$ cat src/rtl/io_input_ctrl.sv
// Board input controller: synchronises switches and a push-button, debounces the button
// and exposes status/snapshot/live/count registers over MMIO. Define IO_INPUT_DEBOUNCE_EN
// to enable the debounce FSM; otherwise the synchronised button is used directly.
module io_input_ctrl #(
    parameter int unsigned DB_CYCLES = 3
) (
    input  logic        clk,
    input  logic        rst,
    input  logic [7:0]  switches_in,
    input  logic        button_in,
    input  logic        rd_en,
    input  logic [1:0]  rd_addr,
    output logic [31:0] rd_data,
    output logic        btn_level,
    output logic        btn_pulse
);

    if (DB_CYCLES < 1 || DB_CYCLES > 255) begin : gen_bad_cfg
        $error("DB_CYCLES must be within 1..255");
    end

    logic [1:0] btn_sync_q;
    logic [7:0] sw_meta_q, sw_sync_q;
    logic       btn_s;

    always_ff @(posedge clk or negedge rst) begin
        if (!rst) begin
            btn_sync_q <= 2'b00;
            sw_meta_q  <= 8'h00;
            sw_sync_q  <= 8'h00;
        end else begin
            btn_sync_q <= {btn_sync_q[0], button_in};
            sw_meta_q  <= switches_in;
            sw_sync_q  <= sw_meta_q;
        end
    end

    assign btn_s = btn_sync_q[1];

`ifdef IO_INPUT_DEBOUNCE_EN
    typedef enum logic [1:0] {StLo, StWaitHi, StHi, StWaitLo} db_state_e;

    localparam logic [7:0] CntLast = 8'(DB_CYCLES - 1);

    db_state_e  state_q, state_d;
    logic [7:0] cnt_q, cnt_d;
    logic       pulse_q, pulse_d;

    always_ff @(posedge clk or negedge rst) begin
        if (!rst) begin
            state_q <= StLo;
            cnt_q   <= 8'h00;
            pulse_q <= 1'b0;
        end else begin
            state_q <= state_d;
            cnt_q   <= cnt_d;
            pulse_q <= pulse_d;
        end
    end

    // >= keeps DB_CYCLES=1 from counting past the limit
    always_comb begin
        state_d = state_q;
        cnt_d   = cnt_q;
        unique case (state_q)
            StLo: begin
                if (btn_s) begin
                    state_d = StWaitHi;
                    cnt_d   = 8'd1;
                end
            end
            StWaitHi: begin
                if (!btn_s) begin
                    state_d = StLo;
                    cnt_d   = 8'd0;
                end else if (cnt_q >= CntLast) begin
                    state_d = StHi;
                    cnt_d   = 8'd0;
                end else begin
                    cnt_d = cnt_q + 8'd1;
                end
            end
            StHi: begin
                if (!btn_s) begin
                    state_d = StWaitLo;
                    cnt_d   = 8'd1;
                end
            end
            StWaitLo: begin
                if (btn_s) begin
                    state_d = StHi;
                    cnt_d   = 8'd0;
                end else if (cnt_q >= CntLast) begin
                    state_d = StLo;
                    cnt_d   = 8'd0;
                end else begin
                    cnt_d = cnt_q + 8'd1;
                end
            end
        endcase
        // A release bounce returning to HI is not a new press
        pulse_d = (state_q == StWaitHi) && (state_d == StHi);
    end

    assign btn_level = (state_q == StHi);
    assign btn_pulse = pulse_q;
`else
    logic btn_prev_q;

    always_ff @(posedge clk or negedge rst) begin
        if (!rst) begin
            btn_prev_q <= 1'b0;
        end else begin
            btn_prev_q <= btn_s;
        end
    end

    assign btn_level = btn_s;
    assign btn_pulse = btn_s & ~btn_prev_q;
`endif

    logic [7:0] snap_q, snap_d;
    logic [7:0] press_cnt_q, press_cnt_d;
    logic       pending_q, pending_d;
    logic       overrun_q, overrun_d;
    logic       rd_clr;

    always_ff @(posedge clk or negedge rst) begin
        if (!rst) begin
            snap_q      <= 8'h00;
            press_cnt_q <= 8'h00;
            pending_q   <= 1'b0;
            overrun_q   <= 1'b0;
        end else begin
            snap_q      <= snap_d;
            press_cnt_q <= press_cnt_d;
            pending_q   <= pending_d;
            overrun_q   <= overrun_d;
        end
    end

    // A snapshot read racing a press keeps the new event pending but drops overrun
    always_comb begin
        snap_d      = snap_q;
        press_cnt_d = press_cnt_q;
        pending_d   = pending_q;
        overrun_d   = overrun_q;
        rd_clr      = rd_en && (rd_addr == 2'd1);
        if (btn_pulse) begin
            snap_d      = sw_sync_q;
            press_cnt_d = press_cnt_q + 8'd1;
            pending_d   = 1'b1;
            overrun_d   = overrun_q | pending_q;
        end
        if (rd_clr) begin
            overrun_d = 1'b0;
            if (!btn_pulse) begin
                pending_d = 1'b0;
            end
        end
    end

    always_comb begin
        rd_data = 32'h0;
        if (rd_en) begin
            unique case (rd_addr)
                2'd0: rd_data = {29'b0, btn_level, overrun_q, pending_q};
                2'd1: rd_data = {24'b0, snap_q};
                2'd2: rd_data = {24'b0, sw_sync_q};
                2'd3: rd_data = {24'b0, press_cnt_q};
            endcase
        end
    end

endmodule

$ cat config.mk
export PLATFORM = sky130hd
export DESIGN_NAME = io_input_ctrl
export DESIGN_NICKNAME = d
export VERILOG_FILES = /design/src/rtl/io_input_ctrl.sv
export SDC_FILE = /design/constraint.sdc
export NUM_CORES = 1
export LEC_CHECK = 0
export ABC_AREA = 1
export BUFFER_PORTS_ARGS = -buffer_cell sky130_fd_sc_hd__buf_4
export CAP_MARGIN = 25
export CORE_UTILIZATION = 51
export CTS_CLUSTER_DIAMETER = 30
export DETAILED_ROUTE_END_ITERATION = 6
export GPL_ROUTABILITY_DRIVEN = 0
export PLACE_DENSITY = 0.79
export SLEW_MARGIN = 15
export SYNTH_ARGS = -nofsm -noshare
export SYNTH_HDL_FRONTEND = slang
export SYNTH_SLANG_ARGS = --single-unit
$ cat constraint.sdc
create_clock -name clk -period 1.45 [get_ports clk]
set_clock_uncertainty 0.05 [all_clocks]
set_input_delay 0.3625 -clock clk [delete_from_list [all_inputs] [get_ports clk]]
set_output_delay 0.3625 -clock clk [all_outputs]
set_load 0.02 [all_outputs]
==> PnR_summary.wiki, run 1 <==
{| class="wikitable"
! Metric !! Value
|-
| Remaining antenna violation count || 0
|-
| Global-route usage over all layers || 19.4%
|-
| Area growth from synthesis to layout || 21.3%
|-
| Via Count || 1271
|-
| Initial antenna violation count || 0
|-
| Half-perimeter wire length of the detailed placement result || 1960 um
|-
| Count of TritonRoute iterations in the first routing pass || 4
|-
| Synthesized area per cell || 8.64 um2
|-
| Final routed DRC violation total || 0
|-
| H-tree depth reported by CTS || 2
|-
| Busiest layer in global routing || met2
|-
| Sequential standard cell area || 927 um2
|-
| Wirelength, routed || 2920 um
|-
| Layout cells sized above 1 || 25.1%
|-
| Worst path required time || 1040 ps
|-
| Max-cap violations || 0
|-
| Proportion of synthesized flip-flops having asynchronous set or reset || 100%
|-
| Number of sinks on the clock net || 37
|-
| Setup violators final || 9
|-
| Setup Crit Path Kind || flop to output pin
|-
| Fillers || 269
|-
| Number of cells produced by synthesis || 193
|-
| Antenna diode count || 0
|-
| Clock tree from TritonCTS || yes
|-
| Critical path buffer and inverter count || 1
|-
| Met1 layer usage reported by global route || 21.8%
|-
| Core Footprint || 3080 um2
|-
| Post-synth top cells || sky130_fd_sc_hd__nand2_1 (74), sky130_fd_sc_hd__dfrtp_1 (37), sky130_fd_sc_hd__buf_4 (24)
|-
| Most repeated cell in the gate-level netlist after synthesis || sky130_fd_sc_hd__nand2_1
|-
| Fraction of met3 tracks used by global routing || 7.86%
|-
| Full die area || 3500 um2
|-
| Max FO, Critical Path || 4
|-
| Critical path arrival || 1210 ps
|-
| Power per Cell Area || 1270 nW/um2
|-
| Leakage power of the design || 0.00109 uW
|-
| Sequence of cells on the critical path || nand2_1, nand2_1, nor2_2, nor2_2, buf_6
|-
| Die H || 59.2 um
|-
| Root buffer selected by CTS || sky130_fd_sc_hd__clkbuf_4
|-
| Count of cell types in the netlist || 19
|-
| Status || complete, but fails checks
|-
| CTS Buffer Depth || 2
|-
| Worst path top cell family by delay || flip-flops
|-
| Path type of the worst min-delay path || primary input to flop
|-
| I/O pins || 48
|-
| Starting density of the core || 54.1%
|-
| Number of enable-type register cells in the synthesized netlist || 0
|-
| GR Util met2 || 32.3%
|-
| Via/cell ratio || 4.56
|-
| Area taken by multi-input logic gates || 586 um2
|-
| Worst Setup Slack, final || -176 ps
|-
| Synth Register Bits || 37
|-
| Standard-cell rows || 20
|-
| Worst-case setup slack after placement || -100 ps
|-
| Global-route wire length before repair || 4780 um
|-
| Maximum ir drop on the vdd rail || 0.000759 V
|-
| Power Total || 2560 uW
|-
| Final hold violations || 0
|-
| Overflow left after global routing || 0
|-
| Clock transition at path regs || 100 ps
|-
| Post-DR wirelength/cell || 10.5 um
|-
| Endpoint type of the worst setup path || output pin
|-
| Top-area cell type share of the netlist area || 55.6%
|-
| Pin count of the biggest net entering global routing || 38
|-
| Critical path launch point type || flop
|-
| Final layout net count || 249
|-
| Worst path max stage delay || 430 ps
|-
| Unrepaired setup endpoints after global routing || yes
|-
| Post-route fraction of the period consumed by the critical path || 112%
|-
| Vias in the first global route || 1126
|-
| Largest cells by area after synthesis || sky130_fd_sc_hd__dfrtp_1 (56%), sky130_fd_sc_hd__nand2_1 (17%), sky130_fd_sc_hd__buf_4 (11%)
|-
| Yosys top cell by area || sky130_fd_sc_hd__dfrtp_1
|-
| Violated checks || negative setup slack
|-
| Final count of pins violating max slew || 0
|-
| Shortest period the worst path allows || 1630 ps
|-
| Latest clock arrival within the worst-skew pair || 360 ps
|-
| Horizontal die dimension || 59.2 um
|-
| Count of warnings emitted by yosys || 0
|-
| Ys flop type || sky130_fd_sc_hd__dfrtp_1
|-
| Number of design-rule violations left by the first detailed-router iteration || 44
|-
| Synth Cell Area || 1670 um2
|-
| Share of synthesized area occupied by flip-flops and latches || 55.6%
|-
| Buffers on Ports || 23
|-
| Cts bufs inserted || 5
|-
| Highest attainable clock frequency || 615 MHz
|-
| Cell with the largest stage delay on the worst path || sky130_fd_sc_hd__dfrtp_1
|}
## cells in the final DEF (no fill, tap or decap)
| master | netlist | routed |
|---|---|---|
| sky130_fd_sc_hd__nor2_1 | 9 | 7 |
| sky130_fd_sc_hd__dfrtp_2 | 0 | 1 |
| sky130_fd_sc_hd__nand4_1 | 1 | 1 |
| sky130_fd_sc_hd__ha_1 | 1 | 1 |
| sky130_fd_sc_hd__nand3b_1 | 1 | 1 |
| sky130_fd_sc_hd__o21ai_0 | 7 | 5 |
| sky130_fd_sc_hd__o21ai_1 | 1 | 3 |
| sky130_fd_sc_hd__clkbuf_1 | 0 | 1 |
| sky130_fd_sc_hd__inv_1 | 14 | 11 |
| sky130_fd_sc_hd__nand2_1 | 74 | 74 |
| sky130_fd_sc_hd__dfrtp_1 | 37 | 36 |
| sky130_fd_sc_hd__bufinv_16 | 0 | 1 |
| sky130_fd_sc_hd__buf_6 | 0 | 7 |
| sky130_fd_sc_hd__conb_1 | 1 | 24 |
| sky130_fd_sc_hd__clkinv_4 | 0 | 1 |
| sky130_fd_sc_hd__nand3_1 | 9 | 9 |
| sky130_fd_sc_hd__nand2_2 | 1 | 1 |
| sky130_fd_sc_hd__clkbuf_4 | 0 | 5 |
| sky130_fd_sc_hd__buf_4 | 24 | 29 |
| sky130_fd_sc_hd__inv_2 | 4 | 7 |
| sky130_fd_sc_hd__nor2_4 | 1 | 1 |
| sky130_fd_sc_hd__dlygate4sd3_1 | 0 | 1 |
| sky130_fd_sc_hd__xnor2_1 | 2 | 2 |
| sky130_fd_sc_hd__a21oi_2 | 0 | 3 |
| sky130_fd_sc_hd__nor2_2 | 1 | 3 |
## cell families after synthesis
group | share of synthesized area, %
adders and majority gates | 0.751
other | 0.225
AOI/OAI and AO/OA | 3.30
and+or+nand+nor | 23.6
xor gates and xnor gates | 1.05
buffers and inverters | 15.5
DFF | 55.6
## routing by layer
| metal | up-vias | routed length [um] |
|---|---|---|
| met3 | 9 | 170 |
| met2 | 47 | 1480 |
| met4 | 0 | 72 |
| li1 | 619 | - |
| met1 | 596 | 1200 |
| met5 | - | 0 |
## worst register-to-register path, stage by stage (launching register included)
cell and delay, ps:
sky130_fd_sc_hd__dfrtp_1 380, sky130_fd_sc_hd__buf_4 140, sky130_fd_sc_hd__ha_1 160, sky130_fd_sc_hd__nand2_1 60, sky130_fd_sc_hd__nor2_1 280, sky130_fd_sc_hd__nand3_1 110
sky130_fd_sc_hd__nand2_1 70, sky130_fd_sc_hd__nand2_1 50
## power by group
part,switching [uW],total [uW],internal (uW)
sequential,87.4,1250,1160
combinational,338,603,266
clock,345,712,367
## sequential cells by signal (all words and copies together), names as in the netlist
name,cells
sw_sync_q,8
snap_q,8
btn_sync_q,2
btn_prev_q,1
sw_meta_q,8
pending_q,1
overrun_q,1
press_cnt_q,8
## per-stage QoR
stage | util, % | hold WS (ps) | TNS, ps | area, um2 | instances
after floorplan | - | 16.9 | 0 | 1750 | 216
after global placement | 59.1 | 281 | -547 | 1820 | 261
after detailed placement | 59.1 | 285 | -572 | 1820 | 261
after CTS | 64.2 | 41.8 | -1110 | 1980 | 275
after global routing | 65.7 | 20.1 | -1810 | 2020 | 279
final | 65.7 | 57.2 | -972 | 2020 | 279
## what timing repair did
item / CTS / global route
hold buffers: 1 / 0
pin swaps: 7 / 2
setup endpoints to repair: 9 / 9
hold endpoints to repair: 37 / 0
gates resized for setup: 10 / 8
setup buffers: 5 / 4
## cell type report
class / count / share of cell area (%)
Sequential cell: 37 / 45.9
Multi-Input combinational cell: 135 / 29.0
Timing Repair Buffer: 37 / 15.2
Inverter: 18 / 3.34
Tap cell: 44 / 2.72
Clock buffer: 6 / 2.04
Clock inverter: 2 / 1.92
## worst paths after layout
path | slack [ps] | depth (start not counted) | to | start
min reg2reg | 310 | 0 | sw_sync_q[6]$_DFF_PN0_ | sw_meta_q[6]$_DFF_PN0_
min in group asynchronous | 440 | 2 | snap_q[5]$_DFFE_PN0P_ | rst
max in group asynchronous | 580 | 2 | btn_sync_q[1]$_DFF_PN0_ | rst
max | -180 | 5 | rd_data[2] | press_cnt_q[2]$_DFFE_PN0P_
max reg2reg | 70 | 7 | press_cnt_q[6]$_DFFE_PN0P_ | press_cnt_q[0]$_DFFE_PN0P_
min | 60 | 1 | sw_meta_q[4]$_DFF_PN0_ | switches_in[4]
Note: power is estimated with default switching activity, not from simulation.
==> run 2, diff against run 1 <==
--- a/config.mk
+++ b/config.mk
@@ -12,7 +12,7 @@
 export CTS_CLUSTER_DIAMETER = 30
 export DETAILED_ROUTE_END_ITERATION = 6
 export GPL_ROUTABILITY_DRIVEN = 0
-export PLACE_DENSITY = 0.79
+export PLACE_DENSITY = 0.89
 export SLEW_MARGIN = 15
 export SYNTH_ARGS = -nofsm -noshare
 export SYNTH_HDL_FRONTEND = slang
==> run 2 against run 1 <==
Net effect: the flow still finishes with violations (negative setup slack); first-iteration DRC count is 2.3% higher; global-route usage is 0.21 points higher; total power is 0.38% higher.
==> PnR_summary.wiki, run 2 (synthesized netlist as in run 1, its figures left out) <==
{| class="wikitable"
! Metric !! Value
|-
| Status || complete, but fails checks
|-
| Violated checks || negative setup slack
|-
| Leading cell type in the layout, fill and taps excluded || sky130_fd_sc_hd__nand2_1
|-
| Buffers on Ports || 23
|-
| Wirelength, routed || 2930 um
|-
| Power share of the combinational group || 24.6%
|-
| I/O pins || 48
|-
| Standard-cell rows || 20
|-
| Most used cells in the layout excluding fill and tap cells || sky130_fd_sc_hd__nand2_1 (71), sky130_fd_sc_hd__dfrtp_1 (37), sky130_fd_sc_hd__buf_4 (30)
|-
| Switching Share || 29.7%
|-
| Destination of the critical timing path || rd_data[2]
|-
| Setup Crit Path Kind || flop to output pin
|-
| Number of design-rule violations left by the first detailed-router iteration || 45
|-
| Share of power burned in the clock network || 27.3%
|-
| Critical path launch point || press_cnt_q[2]$_DFFE_PN0P_
|-
| Global-route usage over all layers || 19.6%
|-
| Initial antenna violation count || 0
|-
| Cts bufs inserted || 5
|-
| Max-cap violations || 0
|-
| Critical path arrival || 1180 ps
|-
| Worst path required time || 1040 ps
|-
| Origin of the critical flop-to-flop path || press_cnt_q[2]$_DFFE_PN0P_
|-
| Remaining antenna violation count || 0
|-
| Switching power || 765 uW
|-
| Post-route fraction of the period consumed by the critical path || 110%
|-
| Core Footprint || 3080 um2
|-
| Full die area || 3500 um2
|-
| Int Power || 1810 uW
|-
| Unrepaired setup endpoints after global routing || yes
|-
| Fraction of power consumed by sequential logic || 48.1%
|-
| Antenna diode count || 0
|-
| Die H || 59.2 um
|-
| Horizontal die dimension || 59.2 um
|-
| Area growth from synthesis to layout || 22.8%
|-
| Layout Cell Area excl Fill || 2050 um2
|-
| Critical path launch point type || flop
|-
| Worst Setup Slack, final || -139 ps
|-
| Setup violators final || 9
|-
| Clock transition at path regs || 110 ps
|-
| Latest clock arrival within the worst-skew pair || 340 ps
|-
| Overflow left after global routing || 0
|-
| H-tree depth reported by CTS || 2
|-
| CTS Buffer Depth || 2
|-
| Final hold violations || 0
|-
| Shortest period the worst path allows || 1590 ps
|-
| Path type of the worst min-delay path || primary input to flop
|-
| Fillers || 238
|-
| Worst-case hold slack || 60.0 ps
|-
| R2r setup slk || 130 ps
|-
| Root buffer selected by CTS || sky130_fd_sc_hd__clkbuf_4
|-
| Pin count of the biggest net entering global routing || 38
|-
| Endpoint type of the worst setup path || output pin
|-
| Post-DR wirelength/cell || 10.4 um
|-
| Via/cell ratio || 4.50
|-
| Max FO, Critical Path || 2
|-
| Layout cells sized above 1 || 27.0%
|-
| Number of cell instances on the worst register-to-register path || 7
|-
| Half-perimeter wire length of the detailed placement result || 1920 um
|-
| Count of TritonRoute iterations in the first routing pass || 5
|-
| Highest attainable clock frequency || 629 MHz
|-
| Clock tree from TritonCTS || yes
|-
| Final count of pins violating max slew || 0
|-
| Power per Cell Area || 1260 nW/um2
|-
| Via Count || 1264
|-
| Worst-case setup slack after placement || -87.6 ps
|-
| Vias in the first global route || 1086
|-
| Leakage power of the design || 0.00111 uW
|-
| Starting density of the core || 54.1%
|-
| Final routed DRC violation total || 0
|-
| Final layout net count || 251
|-
| Instance area at placement || 1810 um2
|-
| Global-route wire length before repair || 4800 um
|-
| Number of sinks on the clock net || 37
|-
| Maximum ir drop on the vdd rail || 0.000747 V
|-
| Capture instance of the worst register-to-register path || press_cnt_q[7]$_DFFE_PN0P_
|}
## run 2: cell types whose count changed in the layout (fill, tap and decap cells not counted), moves of 2 or more
cell                      before  now
sky130_fd_sc_hd__nand2_1      74   71
sky130_fd_sc_hd__nand2_2       1    4
sky130_fd_sc_hd__a21oi_1       0    2
sky130_fd_sc_hd__a21oi_2       3    1
sky130_fd_sc_hd__inv_1        11    9
sky130_fd_sc_hd__inv_2         7    9
sky130_fd_sc_hd__nand3_1       9    7
sky130_fd_sc_hd__nand3_2       0    2
## run 2: layer usage
metal	global-route usage, %	routed length [um]
met5	0	0
met4	7.82	40
met1	24.6	1280
met2	30.8	1450
met3	7.42	167
## run 2: repair_timing
item                       in CTS  in global routing
pin swaps                       7                  7
hold endpoints to repair       37                  0
gates resized for setup        10                 13
setup endpoints to repair       9                 11
hold buffers                    1                  0
buffers inserted               10                  2
## run 2: power groups by stage
stage	clock (uW)	combinational [uW]	sequential [uW]
6_report	704	632	1240
5_1_grt	770	706	1250
4_1_cts	728	595	1230
3_5_place_dp	0	425	1300
3_3_place_gp	0	413	1290
2_1_floorplan	0	347	1270
## run 2: worst max-delay path: stages, from the launching register on
cell and delay [ps]:
sky130_fd_sc_hd__dfrtp_1 410, sky130_fd_sc_hd__nand2_1 70, sky130_fd_sc_hd__nand2_1 50, sky130_fd_sc_hd__nor2_1 110
sky130_fd_sc_hd__nor2_1 50, sky130_fd_sc_hd__buf_4 150
## run 2: area by class of cell
cell class / instances / area, um2 / area share [%]
Clock buffer: 6 / 41.3 / 2.02
Clock inverter: 2 / 38.8 / 1.89
Inverter: 18 / 67.6 / 3.30
Multi-Input combinational cell: 135 / 593 / 29.0
Sequential cell: 37 / 926 / 45.2
Tap cell: 44 / 55.1 / 2.69
Timing Repair Buffer: 39 / 325 / 15.9
## run 2: through the flow
| stage | setup TNS, ps | power, uW | util (%) | cells |
|---|---|---|---|---|
| 2_1_floorplan | 0 | 1610 | - | 216 |
| 3_3_place_gp | -538 | 1710 | 58.9 | 260 |
| 3_5_place_dp | -565 | 1720 | 58.9 | 260 |
| 4_1_cts | -921 | 2560 | 65.2 | 279 |
| 5_1_grt | -1650 | 2730 | 66.5 | 281 |
| 6_report | -867 | 2570 | 66.5 | 281 |
## run 2: how the worst min path moves through the flow
stage                                 from                      end  slack [ps]  cells after the start
finish                      switches_in[3]   sw_meta_q[3]$_DFF_PN0_          60                      1
global route                switches_in[2]   sw_meta_q[2]$_DFF_PN0_          30                      1
CTS                              button_in  btn_sync_q[0]$_DFF_PN0_          40                      1
detailed placement  sw_meta_q[5]$_DFF_PN0_   sw_sync_q[5]$_DFF_PN0_         280                      0
global placement    sw_meta_q[6]$_DFF_PN0_   sw_sync_q[6]$_DFF_PN0_         280                      0
floorplan                              rst     btn_prev_q$_DFF_PN0_          20                      0
